**src/rtl/sram_arbiter_if.sv**
```systemverilog
// sram_arbiter_if
//   Request/response bundle for one requester of the SRAM arbiter.
//   master : requester side (drives req/we/addr/wdata, receives ack/rdata)
//   slave  : arbiter side
// Signals
//   req    request, held high until ack
//   we     1 = write, 0 = read
//   addr   16-bit word address (arbiter uses the low ADDR_W bits)
//   wdata  16-bit write data
//   ack    1-cycle completion pulse
//   rdata  read data, valid with ack, held until the next read ack of this port
interface sram_arbiter_if;
    logic        req;
    logic        we;
    logic [15:0] addr;
    logic [15:0] wdata;
    logic        ack;
    logic [15:0] rdata;

    modport master (output req, output we, output addr, output wdata,
                    input  ack, input  rdata);
    modport slave  (input  req, input  we, input  addr, input  wdata,
                    output ack, output rdata);
endinterface

```
**src/rtl/sram_arbiter.sv**
```systemverilog
// sram_arbiter
//   Shares one single-port SRAM between port 0 (CPU bus) and port 1 (debug /
//   program loader). One transaction at a time: the winner's command is latched
//   at grant, the SRAM is driven for one cycle, then ack (and read data) return.
//
//   Build option: SRAM_ARB_CPU_PRIO_EN
//     defined   -> fixed priority, port 0 wins whenever both request
//     undefined -> round-robin between the two ports
//
// Ports
//   clk          system clock, rising edge
//   reset_n      asynchronous active-low reset
//   p0, p1       requester bundles (sram_arbiter_if.slave)
//   mem_addr_o   SRAM address (low ADDR_W bits of the latched address)
//   mem_wdata_o  SRAM write data
//   mem_ena_o    SRAM enable, one-cycle pulse per transaction
//   mem_wren_o   SRAM write enable, only together with mem_ena_o
//   mem_rdata_i  SRAM read data
//   busy_o       1 whenever the FSM is not idle
//   owner_o      port of the current / last transaction
//
// State table
//   state     | meaning
//   ST_IDLE   | waiting for a request, arbitrate and latch command on grant
//   ST_ISSUE  | SRAM access cycle (ena, and wren for writes)
//   ST_WAIT   | read only: count READ_LATENCY cycles, then capture readout
//   ST_DONE   | ack pulse to the owner, always back to idle
module sram_arbiter #(
    parameter int ADDR_W       = 10,
    parameter int READ_LATENCY = 1
) (
    input  logic              clk,
    input  logic              reset_n,
    sram_arbiter_if.slave     p0,
    sram_arbiter_if.slave     p1,
    output logic [ADDR_W-1:0] mem_addr_o,
    output logic [15:0]       mem_wdata_o,
    output logic              mem_ena_o,
    output logic              mem_wren_o,
    input  logic [15:0]       mem_rdata_i,
    output logic              busy_o,
    output logic              owner_o
);

    localparam int CNT_W = (READ_LATENCY < 2) ? 1 : $clog2(READ_LATENCY + 1);

    typedef enum logic [1:0] {
        ST_IDLE,
        ST_ISSUE,
        ST_WAIT,
        ST_DONE
    } state_t;

    state_t             state_q, state_d;
    logic               owner_q, owner_d;   // doubles as the round-robin pointer
    logic [CNT_W-1:0]   cnt_q, cnt_d;
    logic               cmd_we_q;
    logic [ADDR_W-1:0]  cmd_addr_q;
    logic [15:0]        cmd_wdata_q;
    logic [15:0]        p0_rdata_q, p1_rdata_q;

    logic               grant_vld;
    logic               grant_port;
    logic               latch_cmd;
    logic               capture;

    // Arbitration
    always_comb begin
        grant_vld = p0.req | p1.req;
`ifdef SRAM_ARB_CPU_PRIO_EN
        grant_port = ~p0.req;
`else
        // On a tie the port that did not win last time goes next.
        grant_port = (p0.req & p1.req) ? ~owner_q : ~p0.req;
`endif
    end

    // Next state
    always_comb begin
        state_d   = state_q;
        owner_d   = owner_q;
        cnt_d     = cnt_q;
        latch_cmd = 1'b0;
        capture   = 1'b0;
        case (state_q)
            ST_IDLE: begin
                if (grant_vld) begin
                    latch_cmd = 1'b1;
                    owner_d   = grant_port;
                    state_d   = ST_ISSUE;
                end
            end
            ST_ISSUE: begin
                if (cmd_we_q) begin
                    state_d = ST_DONE;
                end else begin
                    cnt_d   = CNT_W'(1);
                    state_d = ST_WAIT;
                end
            end
            ST_WAIT: begin
                if (cnt_q == CNT_W'(READ_LATENCY)) begin
                    capture = 1'b1;
                    state_d = ST_DONE;
                end else begin
                    cnt_d = cnt_q + CNT_W'(1);
                end
            end
            ST_DONE: begin
                state_d = ST_IDLE;
            end
            default: begin
                state_d = ST_IDLE;
            end
        endcase
    end

    always_ff @(posedge clk or negedge reset_n) begin
        if (!reset_n) begin
            state_q     <= ST_IDLE;
            owner_q     <= 1'b1;
            cnt_q       <= '0;
            cmd_we_q    <= 1'b0;
            cmd_addr_q  <= '0;
            cmd_wdata_q <= '0;
            p0_rdata_q  <= '0;
            p1_rdata_q  <= '0;
        end else begin
            state_q <= state_d;
            owner_q <= owner_d;
            cnt_q   <= cnt_d;
            if (latch_cmd) begin
                cmd_we_q    <= grant_port ? p1.we : p0.we;
                cmd_addr_q  <= grant_port ? p1.addr[ADDR_W-1:0] : p0.addr[ADDR_W-1:0];
                cmd_wdata_q <= grant_port ? p1.wdata : p0.wdata;
            end
            if (capture) begin
                if (owner_q) begin
                    p1_rdata_q <= mem_rdata_i;
                end else begin
                    p0_rdata_q <= mem_rdata_i;
                end
            end
        end
    end

    // Every output decodes flops only, so no requester input reaches an output
    // in the same cycle.
    assign mem_ena_o   = (state_q == ST_ISSUE);
    assign mem_wren_o  = (state_q == ST_ISSUE) & cmd_we_q;
    assign mem_addr_o  = cmd_addr_q;
    assign mem_wdata_o = cmd_wdata_q;
    assign busy_o      = (state_q != ST_IDLE);
    assign owner_o     = owner_q;

    assign p0.ack   = (state_q == ST_DONE) & ~owner_q;
    assign p1.ack   = (state_q == ST_DONE) &  owner_q;
    assign p0.rdata = p0_rdata_q;
    assign p1.rdata = p1_rdata_q;

endmodule

```
**src/flat_wrapper.sv**
```systemverilog
// flat-port wrapper written by rule: the top's interface ports become plain ports
module sram_arbiter_flat 
#(
    parameter int ADDR_W       = 10,
    parameter int READ_LATENCY = 1
)
  (clk, reset_n, mem_addr_o, mem_wdata_o, mem_ena_o, mem_wren_o, mem_rdata_i, busy_o, owner_o, p0_req, p0_we, p0_addr, p0_wdata, p0_ack, p0_rdata, p1_req, p1_we, p1_addr, p1_wdata, p1_ack, p1_rdata);
  sram_arbiter_if p0_i ();
  sram_arbiter_if p1_i ();
  input  logic clk;
  input  logic reset_n;
  output logic [ADDR_W-1:0] mem_addr_o;
  output logic [15:0] mem_wdata_o;
  output logic mem_ena_o;
  output logic mem_wren_o;
  input  logic [15:0] mem_rdata_i;
  output logic busy_o;
  output logic owner_o;
  input wire logic [$bits(p0_i.req)-1:0] p0_req;
  input wire logic [$bits(p0_i.we)-1:0] p0_we;
  input wire logic [$bits(p0_i.addr)-1:0] p0_addr;
  input wire logic [$bits(p0_i.wdata)-1:0] p0_wdata;
  output wire logic [$bits(p0_i.ack)-1:0] p0_ack;
  output wire logic [$bits(p0_i.rdata)-1:0] p0_rdata;
  input wire logic [$bits(p1_i.req)-1:0] p1_req;
  input wire logic [$bits(p1_i.we)-1:0] p1_we;
  input wire logic [$bits(p1_i.addr)-1:0] p1_addr;
  input wire logic [$bits(p1_i.wdata)-1:0] p1_wdata;
  output wire logic [$bits(p1_i.ack)-1:0] p1_ack;
  output wire logic [$bits(p1_i.rdata)-1:0] p1_rdata;
  assign p0_i.req = p0_req;
  assign p0_i.we = p0_we;
  assign p0_i.addr = p0_addr;
  assign p0_i.wdata = p0_wdata;
  assign p0_ack = p0_i.ack;
  assign p0_rdata = p0_i.rdata;
  assign p1_i.req = p1_req;
  assign p1_i.we = p1_we;
  assign p1_i.addr = p1_addr;
  assign p1_i.wdata = p1_wdata;
  assign p1_ack = p1_i.ack;
  assign p1_rdata = p1_i.rdata;
  sram_arbiter #(.ADDR_W(ADDR_W), .READ_LATENCY(READ_LATENCY)) u_core (.clk(clk), .reset_n(reset_n), .p0(p0_i), .p1(p1_i), .mem_addr_o(mem_addr_o), .mem_wdata_o(mem_wdata_o), .mem_ena_o(mem_ena_o), .mem_wren_o(mem_wren_o), .mem_rdata_i(mem_rdata_i), .busy_o(busy_o), .owner_o(owner_o));
endmodule
```
**config.mk**
```make
export PLATFORM = sky130hd
export DESIGN_NAME = sram_arbiter_flat
export DESIGN_NICKNAME = d
export VERILOG_FILES = /design/src/rtl/sram_arbiter_if.sv /design/src/rtl/sram_arbiter.sv /design/src/flat_wrapper.sv
export SDC_FILE = /design/constraint.sdc
export NUM_CORES = 1
export LEC_CHECK = 0
export BUFFER_PORTS_ARGS = -buffer_cell sky130_fd_sc_hd__buf_2
export CORE_MARGIN = 1.5
export CORE_UTILIZATION = 40
export DETAILED_ROUTE_END_ITERATION = 10
export HOLD_SLACK_MARGIN = 0.12
export MAX_ROUTING_LAYER = met4
export PLACE_DENSITY = 0.72
export SLEW_MARGIN = 5
export SYNTH_ARGS = -nofsm -noshare
export SYNTH_HDL_FRONTEND = slang
export SYNTH_SLANG_ARGS = --single-unit
```
**constraint.sdc**
```tcl
create_clock -name clk -period 4.5 [get_ports clk]
set_input_delay 0.45 -clock clk [delete_from_list [all_inputs] [get_ports clk]]
set_output_delay 0.45 -clock clk [all_outputs]
set_load 0.01 [all_outputs]
```
# == Yosys cells after proc, flatten, opt, wreduce, memory -nomap -nowiden ==
# Cells that the tools add are included.
# op_classes
shift,0
div_mod_pow,0
reduce_logical,8
magnitude_cmp,0
n_bitwise,7
n_mux,15
n_eq_ne,6
multipliers,0
add_sub_neg,1
# op_table
op,count
$mux 16,1
$mux 10,1
$reduce_and 2->1,5
$mux 1,9
$pmux 2 s4,1
$and 1x1->1,4
$eq 2x2->1 const B,2
$mux 2,2
$ne 2x1->1 const B,2
$reduce_bool 2->1,2
$eq 2x1->1 const B,1
$logic_not 2->1,1
$ne 2x2->1 const B,1
$not 1->1,2
$pmux 1 s2,1
$add 1x1->1 const B,1
$or 1x1->1,1
# word_totals
mem_count,0
mem_bits_ro,0
elab_cells,45
inputBits,86
output_inout_bits,64
ram_bits,0
reg_bits,63
latchBits,0

# == Longest topological paths before layout ==
# depth
depth_word,3
ltp_mapped,8

# == Least setup slack after synthesis ==
# No wires, ideal clock.
# synth_timing
path_kind,register to register
startpoint,register u_core.state_q[0]
endpoint,register u_core.p1_rdata_q[0] (netlist: u_core.p1.rdata[0])
stages_incl_launch_ff,6
synth_period_minus_slack_ps,1508
required_ps,4375
n_path_buf,1
slack_ps,2992
arrival_ps,1383
path_cell_list,dfrtp_1 -> inv_1 -> ha_1 -> nand3_4 -> buf_6 -> mux2_4
# synth_via
elab_chain_cells,3
# synth_rtl
item,line,rtl
"start, declared",sram_arbiter.sv:54,"state_t state_q, state_d;"
"start signal, assigned",sram_arbiter.sv:129,state_q <= state_d;
$eq 2x2->1,sram_arbiter.sv:85,case (state_q)
$mux 1,sram_arbiter.sv:85,
$reduce_and 2->1 (no line),--,
"end signal, assigned",sram_arbiter.sv:139,p1_rdata_q <= mem_rdata_i;
"end, declared",sram_arbiter.sv:60,"logic [15:0] p0_rdata_q, p1_rdata_q;"
# No other way between the ends.
# A chain may end at the register's enable or synchronous reset.

# == Worst setup path after layout ==
# layout_timing
startpoint,register u_core.state_q[0]
endpoint,register u_core.cmd_wdata_q[4] (netlist: u_core.mem_wdata_o[4])
# layout_via
elab_chain_cells,2
# layout_rtl
item,line,rtl
$logic_not 2->1,sram_arbiter.sv:85,
$mux 1,sram_arbiter.sv:85,
"end signal, assigned",sram_arbiter.sv:135,cmd_wdata_q <= grant_port ? p1.wdata : p0.wdata;
"end, declared",sram_arbiter.sv:59,logic [15:0] cmd_wdata_q;
# No other way between the ends.

==> run metrics <==
Final Critical Period 2.01 ns; cell row count 31; post_cts resized 0; H-tree depth 3; GPL Wtd Cong 0.770; Slew Limit Fails 0; post-synthesis cell count 253; Crit. End Element register; full die area 0.00794 mm2; initial core utilization 0.411; Setup violations, final 0; register bit total from synthesis 63; critical path startpoint category register; Sequential Area 0.00158 mm2; DR WL/cell 15.2 um; worst hold margin 0.283 ns; Routed Wire Length 7440 um; Initial DRC Count 102; Routed Antenna Nets 0; Pleak 1.87 nW; CTS Sinks 63; synth unique cells 31; Setup CP Type reg -> reg; HP Class in -> async; Synth area leader dfrtp_1; vias in the first global route 2302; I/O Pins 150; drt pass-1 iters 4; first-pass GRT wire length 11200 um; top-area cell type share of the netlist area 0.523; # port buffers 137; Max FO, Critical Path 27; Data arrival, critical path 2.25 ns; n_diodes 0; syn nets 344; Power Density 725 mW/mm2; CTS Buf Count 9; clock slew at reported path FFs 0.07 ns; Filler cells 677; Final Hold Fails 0; area grow syn2layout 28.7%; root buffer cell clkbuf_8; Yosys warnings 0; Worst-Margin Slew 1.15 ns; register area share after synthesis 0.532; Critical Path RT 4.75 ns; initial antenna violation count 0; Rel. slew slack 0.234; layout cell share with drive strength beyond 1 0.496; setup slack on the worst flop-to-flop path 2.49 ns; Worst IR Drop VDD 0.345 mV; Post-CTS Setup Bufs 0; R2R depth 5; final net count 475; CORE AREA 0.00721 mm2; post-route clock skew 0.0150 ns; clock tree buffer depth 2; synthesized area 0.00297 mm2; largest net degree at the start of global routing 64; hold buffers post-CTS 0; grt total ovfl 0; Die H 89.1 um; post-DP HPWL 5050 um; worst skew pair latency 0.33 ns; slowest stage delay, CP 0.80 ns; status finished clean; routed via count 2522; setup TNS 0 ns; fmax 499 MHz; Final Util 0.529; crit-path cells inv_1 > ha_1 > o21a_1 > nor2_1 > a21oi_1; multi-input combinational cell area 0.00120 mm2; Max-Cap Viols 0; highest-delay cell along the critical path o21a_1; fin crit share 0.446; Avg Synthesized Cell Area 11.7 um2; final routed DRC violation total 0; ranking of synthesized cells by area dfrtp_1 52%, mux2_4 10%, a31oi_1 5.9%; GRT Total Usage 0.193; die width 89.1 um; CTS tree done; Via density 5.17; RSZ-0062 raised after global routing no
[cells by family after synthesis]
logic type	share of synthesized area
muxes	0.151
buffers and inverters	0.0633
AOI/OAI and AO/OA	0.166
adders and majority gates	0.0211
DFF	0.532
and+or+nand+nor	0.0671
[report_power, final]
part | internal, W | total [W] | leakage [nW] | switching [W]
registers | 0.000860 | 0.00102 | 0.716 | 0.000164
clock network | 0.000255 | 0.000482 | 0.0916 | 0.000227
logic | 0.000617 | 0.00126 | 1.06 | 0.000645
[worst paths after layout]
kind / start / to
min reg2reg: u_core.p1.rdata[6] / u_core.p1.rdata[6]
max in group asynchronous: reset_n / u_core.p0.rdata[9]
max reg2reg: u_core.state_q[0] / u_core.mem_wdata_o[4]
max: u_core.state_q[0] / u_core.mem_wdata_o[4]
min in group clk: mem_rdata_i[10] / u_core.p0.rdata[10]
min: reset_n / u_core.mem_addr_o[9]
[per-layer routing]
layer,GRT usage,part of all wire,vias up
li1,-,-,1171
met1,0.227,0.42,1243
met2,0.320,0.52,90
met3,0.0388,0.041,18
met4,0.0853,0.024,0
met5,-,0,-
[synthesized netlist by cell type, drive strengths merged]
master	count
a211oi	1
a21oi	29
a2bb2oi	1
a31oi	28
and2	1
and2b	1
buf	16
clkbuf	3
dfrtp	62
dfstp	1
ha	5
inv	5
mux2	33
nand2	1
nand2b	2
nand3	1
nand3b	1
nor2	29
nor2b	2
nor3b	1
o21a	1
o21ai	29
[stage by stage]
stage / power, W / instance area [um2] / setup slack, ns / std cells
final: 0.00277 / 3820 / 2.49 / 488
after detailed placement: 0.00230 / 3620 / 2.39 / 472
after CTS: 0.00280 / 3820 / 2.49 / 488
after global placement: 0.00226 / 3620 / 2.38 / 472
after floorplan: 0.00187 / 2970 / 2.99 / 253
after global routing: 0.00298 / 3820 / 2.22 / 488
[cells in the final DEF (no fill, tap or decap), types with 2 or more instances in the layout]
cell and instances:
o21ai_0 18, buf_2 137, buf_4 2, clkinv_2 2, ha_1 5, dfrtp_1 62
nor2_1 29, a31oi_1 28, a21oi_1 29, mux2_2 12, nand2b_1 2, o21ai_1 10
clkbuf_8 9, inv_1 5, clkinvlp_4 3, nor2b_1 2, mux2_4 20
[worst max-delay path: cells and delay by family (launching register included)]
family	cells	cell delay, ns
compound gates	2	0.96
buf+inv	1	0.13
flops	1	0.42
fa+ha+maj	1	0.31
simple gates	1	0.10
[cell type report]
class | count | area share
clock buffer | 9 | 0.0324
clock inverter | 7 | 0.0187
tap | 99 | 0.0324
inverter | 5 | 0.00492
timing repair buffer | 139 | 0.184
sequential | 63 | 0.413
multi-input combinational | 166 | 0.315
[sequential cells by signal, summed over array words and instances (netlist names)]
register / count
u_core.p0.rdata: 16
u_core.p1.rdata: 16
u_core.cnt_q: 1
u_core.mem_addr_o: 10
u_core.cmd_we_q: 1
u_core.mem_wdata_o: 16
u_core.state_q: 2
u_core.owner_o: 1
Note: power is estimated with default switching activity, not from simulation.
